==> src/rtl/afifo_pkg.sv <==
// afifo_pkg
//   Shared declarations for the dual-clock FIFO read-side stream logic.
//   - occ_state_t : skid-buffer occupancy states; the encoding equals the
//                   number of buffered words.
//   - SKID_DEPTH  : number of entries in the skid buffer.
//   - clog2       : ceiling log2 with a minimum result of 1, used to size
//                   the beat counter.
package afifo_pkg;

    typedef enum logic [1:0] {
        OCC_EMPTY = 2'd0,
        OCC_ONE   = 2'd1,
        OCC_TWO   = 2'd2
    } occ_state_t;

    localparam int unsigned SKID_DEPTH = 2;

    function automatic int unsigned clog2(input int unsigned value);
        int unsigned result;
        result = 0;
        for (int unsigned v = (value > 0) ? value - 1 : 0; v > 0; v = v >> 1) begin
            result = result + 1;
        end
        return (result == 0) ? 1 : result;
    endfunction

endpackage

==> src/rtl/afifo_skid_buf2.sv <==
// afifo_skid_buf2
//   Two-entry register buffer. A pushed word lands at the tail; the head
//   register always drives the output so there is no combinational path
//   from din_i to head_o.
// Ports:
//   clk_i   : clock, rising edge
//   rst_i   : asynchronous active-high reset (empties the buffer, head=0)
//   push_i  : write din_i into the buffer this cycle
//   din_i   : word to write
//   pop_i   : remove the head word (ignored while empty)
//   head_o  : head word
//   valid_o : buffer holds at least one word
//   occ_o   : occupancy state
module afifo_skid_buf2
    import afifo_pkg::*;
#(
    parameter int unsigned DATA_WIDTH = 8
) (
    input  logic                  clk_i,
    input  logic                  rst_i,
    input  logic                  push_i,
    input  logic [DATA_WIDTH-1:0] din_i,
    input  logic                  pop_i,
    output logic [DATA_WIDTH-1:0] head_o,
    output logic                  valid_o,
    output occ_state_t            occ_o
);

    occ_state_t            state_q, state_d;
    logic [DATA_WIDTH-1:0] head_q, head_d;
    logic [DATA_WIDTH-1:0] tail_q, tail_d;
    logic                  pop;

    always_ff @(posedge clk_i or posedge rst_i) begin
        if (rst_i) begin
            state_q <= OCC_EMPTY;
            head_q  <= '0;
            tail_q  <= '0;
        end else begin
            state_q <= state_d;
            head_q  <= head_d;
            tail_q  <= tail_d;
        end
    end

    always_comb begin
        state_d = state_q;
        head_d  = head_q;
        tail_d  = tail_q;
        pop     = pop_i && (state_q != OCC_EMPTY);
        case (state_q)
            OCC_EMPTY: begin
                if (push_i) begin
                    head_d  = din_i;
                    state_d = OCC_ONE;
                end
            end
            OCC_ONE: begin
                case ({push_i, pop})
                    2'b10: begin
                        tail_d  = din_i;
                        state_d = OCC_TWO;
                    end
                    2'b01: state_d = OCC_EMPTY;
                    // Simultaneous pop and push: the new word replaces the head.
                    2'b11: head_d = din_i;
                    default: ;
                endcase
            end
            OCC_TWO: begin
                if (pop) begin
                    head_d = tail_q;
                    if (push_i) begin
                        tail_d = din_i;
                    end else begin
                        state_d = OCC_ONE;
                    end
                end
            end
            default: state_d = OCC_EMPTY;
        endcase
    end

    assign head_o  = head_q;
    assign valid_o = (state_q != OCC_EMPTY);
    assign occ_o   = state_q;

endmodule

==> src/rtl/afifo_stream_reader.sv <==
// afifo_stream_reader
//   Read-side consumer for the dual-clock FIFO, entirely in the RClk domain.
//   Issues FIFO reads against a two-word credit, captures the registered
//   FIFO data one cycle after each accepted read into a 2-entry skid buffer,
//   and presents it as a valid/ready stream with burst framing.
// Ports:
//   RClk            : read-domain clock, rising edge
//   PresetFull      : asynchronous active-high reset
//   Fifo_Data_in    : FIFO read data, valid the cycle after an accepted read
//   Fifo_Empty_in   : FIFO empty flag (RClk-synchronous)
//   Fifo_ReadEn_out : FIFO read enable (combinational)
//   M_Data_out      : stream data
//   M_Valid_out     : stream valid
//   M_Ready_in      : stream ready
//   M_Last_out      : last word of a BURST_LEN-word burst, qualified by valid
//   Busy_out        : a read is in flight or the buffer is non-empty
//   Word_Count_out  : words delivered, modulo 2^CNT_WIDTH; only present when
//                     AFIFO_STREAM_READER_STATS_EN is defined
module afifo_stream_reader
    import afifo_pkg::*;
#(
    parameter int unsigned DATA_WIDTH = 8,
    parameter int unsigned BURST_LEN  = 4,
    parameter int unsigned CNT_WIDTH  = 16
) (
    input  logic                  RClk,
    input  logic                  PresetFull,
    input  logic [DATA_WIDTH-1:0] Fifo_Data_in,
    input  logic                  Fifo_Empty_in,
    output logic                  Fifo_ReadEn_out,
    output logic [DATA_WIDTH-1:0] M_Data_out,
    output logic                  M_Valid_out,
    input  logic                  M_Ready_in,
    output logic                  M_Last_out,
    output logic                  Busy_out
`ifdef AFIFO_STREAM_READER_STATS_EN
    ,
    output logic [CNT_WIDTH-1:0]  Word_Count_out
`endif
);

    localparam int unsigned          BEAT_W    = clog2(BURST_LEN);
    localparam logic [BEAT_W-1:0]    LAST_BEAT = BEAT_W'(BURST_LEN - 1);

    if (BURST_LEN < 1) begin : g_bad_burst_len
        $error("BURST_LEN must be at least 1");
    end
    if (CNT_WIDTH < 1) begin : g_bad_cnt_width
        $error("CNT_WIDTH must be at least 1");
    end

    logic              inflight_q, inflight_d;
    logic [BEAT_W-1:0] beat_q, beat_d;
    occ_state_t        occ;
    logic [1:0]        occ_cnt;
    logic              pop;
    logic [2:0]        used;
    logic              credit_ok;

    afifo_skid_buf2 #(
        .DATA_WIDTH(DATA_WIDTH)
    ) u_skid (
        .clk_i  (RClk),
        .rst_i  (PresetFull),
        .push_i (inflight_q),
        .din_i  (Fifo_Data_in),
        .pop_i  (pop),
        .head_o (M_Data_out),
        .valid_o(M_Valid_out),
        .occ_o  (occ)
    );

    assign pop     = M_Valid_out & M_Ready_in;
    assign occ_cnt = occ;

    // Words held plus the word on its way must stay below SKID_DEPTH; a pop
    // in this cycle returns its slot immediately, which keeps 1 word/cycle.
    assign used      = {1'b0, occ_cnt} + {2'b00, inflight_q};
    assign credit_ok = used < (3'(SKID_DEPTH) + {2'b00, pop});

    assign Fifo_ReadEn_out = !PresetFull && !Fifo_Empty_in && credit_ok;

    always_ff @(posedge RClk or posedge PresetFull) begin
        if (PresetFull) begin
            inflight_q <= 1'b0;
            beat_q     <= '0;
        end else begin
            inflight_q <= inflight_d;
            beat_q     <= beat_d;
        end
    end

    always_comb begin
        inflight_d = Fifo_ReadEn_out & !Fifo_Empty_in;
        beat_d     = beat_q;
        if (pop) begin
            beat_d = (beat_q == LAST_BEAT) ? '0 : beat_q + BEAT_W'(1);
        end
    end

    assign M_Last_out = M_Valid_out && (beat_q == LAST_BEAT);
    assign Busy_out   = (occ != OCC_EMPTY) | inflight_q;

`ifdef AFIFO_STREAM_READER_STATS_EN
    logic [CNT_WIDTH-1:0] word_count_q, word_count_d;

    always_ff @(posedge RClk or posedge PresetFull) begin
        if (PresetFull) begin
            word_count_q <= '0;
        end else begin
            word_count_q <= word_count_d;
        end
    end

    always_comb begin
        word_count_d = word_count_q;
        if (pop) begin
            word_count_d = word_count_q + CNT_WIDTH'(1);
        end
    end

    assign Word_Count_out = word_count_q;
`else
`endif

endmodule

==> config.mk <==
export PLATFORM = sky130hd
export DESIGN_NAME = afifo_stream_reader
export DESIGN_NICKNAME = d
export VERILOG_FILES = /design/src/rtl/afifo_pkg.sv /design/src/rtl/afifo_skid_buf2.sv /design/src/rtl/afifo_stream_reader.sv
export SDC_FILE = /design/constraint.sdc
export NUM_CORES = 1
export LEC_CHECK = 0
export ABC_CLOCK_PERIOD_IN_PS = 4000
export CORE_MARGIN = 5
export CORE_UTILIZATION = 52
export CTS_CLUSTER_SIZE = 24
export DETAILED_ROUTE_END_ITERATION = 10
export PLACE_DENSITY_LB_ADDON = 0.12
export SYNTH_ARGS = -nofsm -noshare
export SYNTH_HDL_FRONTEND = slang
export SYNTH_HIERARCHICAL = 1
export SYNTH_SLANG_ARGS = --single-unit
==> constraint.sdc <==
create_clock -name RClk -period 4 [get_ports RClk]
set_input_delay 0.8 -clock RClk [delete_from_list [all_inputs] [get_ports RClk]]
set_output_delay 0.8 -clock RClk [all_outputs]
set_load 0.1 [all_outputs]
==> results.md <==
* Hold_sp: u_skid/tail_q[2]
* Most common cell after layout, fill and taps aside: clkdlybuf4s50_1
* Max-Cap Viols at 0
* DRC at 0
* Tcrit/Tclk final at 75.7%
* Startpoint Class: flip-flop
* DRT Pass-1 Iters at 1
* CTS tree: done
* I/O pin total at 24
* Worst slew pin tran at 0.970 ns
* Clock sinks at 21
* H-tree lvl count at 1
* CP Data Required Time at 3.20 ns
* Crit end category: primary output
* Tmin final at 3.03 ns
* Gpl congestion at 0.700
* Global routing's busiest layer: met2
* DR vias at 666
* Outcome: completed
* Area delta synth->final at 25.4%
* Initial antenna violation count at 0
* Die height at 55.4 µm
* Fraction of layout cells with a size suffix above 1 at 24.8%
* Nets at 117
* RSZ-0062 raised after global routing: no
* Number of global-route vias before repair at 753
* Avg WL per Cell at 14.7 µm
* First-pass GRT wire length at 3350 µm
* Clock transition at path regs at 0.12 ns
* Flops & latches, synth at 21
* Row cnt at 16
* Gr usage total at 13.4%
* Met3 GRT Util at 2.33%
* # Post-CTS Setup Buffers at 0
* Post-cts sizing count at 0
* Arrival @ worst endpoint at 2.23 ns
* Yosys warns at 6
* Final setup fails at 0
* Num CTS Buffers at 3
* R2r setup slk at 1.76 ns
* Sequential share of the synthesized area at 49.0%
* Root buffer cell: clkbuf_4
* Synth unique cells at 23
* Hold depth at 1
* Worst r2r path cells at 6
* Met1 track demand over resource at 17.4%
* Final HPWL DP at 1490 µm
* Pin count of the biggest net entering global routing at 19
* Layout Skew at 0.00346 ns
* Setup TNS at 0 ns
* Most frequent cells in the layout: 22 x clkdlybuf4s50_1, 21 x dfrtp_1, 10 x mux2_1, 8 x mux2_2, 8 x mux2_4
* Diode count at 0
* Maximum clock rate at 0.330 GHz
* Post-route ant nets at 0
* GRT met2 Usage at 22.6%
* Rel. slew slack at 35.2%
* Die X at 55.4 µm
* Avg Cell Area, Syn at 14.1 µm²
* Netlist Area Pre-Place at 0.00107 mm²
* R2R Path Start: u_skid/occ_o[1]
* Die area at 0.00307 mm²
* Effective utilization at floorplan at 54.7%
* Hold Violations, Final at 0
* Hold Path Class: reg2reg
* Wirelength, routed at 1880 µm
* Clk buf depth at 2
* CP Max Fanout at 8
* Kind of critical path: reg2out
* WHS Endpoint: u_skid/tail_q[2]
* Drt initial violations at 0
* Syn_nets at 91
* Syn Inst Count at 76
* Worst R2R End: u_skid/head_o[0]
* Hold-fix buffers at CTS at 0
* Latest clock arrival within the worst-skew pair at 0.29 ns
* Core area at 0.00196 mm²
* Pins Over Slew Limit at 0
* Congestion Overflow GR at 0
* DR vias/cell at 5.20
* IO Port Bufs at 23
-- worst max-delay path, stage by stage (launching register included) --
cell	delay [ns]
dfrtp_1	0.46
or2_2	0.35
and2_1	0.16
clkdlybuf4s50_1	0.96
-- registers in the layout (all words and copies together), names as in the netlist --
name / count
u_skid/occ_o: 2
beat_q: 2
u_skid/tail_q: 8
inflight_q: 1
u_skid/head_o: 8
-- logic make-up (layout without fill, tap and decap cells) --
logic type | after synthesis | count (layout) | share of synthesized area (%)
muxes | 26 | 26 | 30.1
DFF | 21 | 21 | 49.0
and+or+nand+nor | 12 | 12 | 6.41
AOI/OAI and AO/OA | 8 | 8 | 8.16
buffers and inverters | 6 | 31 | 2.91
adders and majority gates | 3 | 3 | 3.50
-- area by class of cell --
| class | instances | area (µm²) |
|---|---|---|
| Inverter | 4 | 15.0 |
| Tap cell | 27 | 33.8 |
| Sequential cell | 21 | 526 |
| Clock buffer | 3 | 22.5 |
| Timing Repair Buffer | 23 | 228 |
| Fill cell | 158 | 616 |
| Multi-Input combinational cell | 49 | 517 |
| Clock inverter | 1 | 5.00 |
-- per-layer routing --
metal	vias up	routed length [µm]
met5	-	0
met4	0	7
met3	2	42
met2	10	986
met1	330	841
li1	324	-
-- through the flow --
step                      setup WS, ns  std cells  hold slack, ns  area [µm²]  util (%)
after floorplan                 0.0968         76           0.452        1070         -
after global placement            1.10        124           0.461        1320      67.2
after detailed placement          1.08        124           0.473        1320      67.2
after CTS                        0.950        128           0.501        1350      68.6
after global routing             0.872        128           0.515        1350      68.6
final                            0.971        128           0.499        1350      68.6
-- cell usage after synthesis --
master     number  share of area [%]
mux2_2          8                8.4
nor2b_1         2                1.2
nand2_1         2               0.70
nor2_1          1               0.35
dfrtp_1        21                 49
o2bb2ai_1       1               0.82
and2_1          1               0.58
buf_6           1                1.0
o22ai_4         1                1.9
a21boi_0        1               0.70
or2_2           1               0.58
mux2_4          8                 11
nand2b_1        3                1.7
a32o_1          1               0.93
mux2_1         10                 10
inv_1           4                1.4
a2111oi_2       2                2.8
o22ai_1         1               0.58
buf_2           1               0.47
nand3b_1        1               0.70
ha_1            3                3.5
o21ai_0         1               0.47
or3_1           1               0.58
-- how the worst max path moves through the flow --
stage | from | to | slack (ns) | cells past startpoint
final | u_skid/occ_o[1] | M_Last_out | 0.97 | 3
after global routing | u_skid/occ_o[1] | M_Last_out | 0.87 | 3
after CTS | u_skid/occ_o[1] | M_Last_out | 0.95 | 3
after detailed placement | M_Ready_in | Fifo_ReadEn_out | 1.08 | 4
after global placement | M_Ready_in | Fifo_ReadEn_out | 1.10 | 4
after floorplan | u_skid/occ_o[1] | Fifo_ReadEn_out | 0.1 | 3
Power is left out: the tool's default activity adds up to more than one toggle a clock period on the data nets, which glitch-free logic cannot reach.
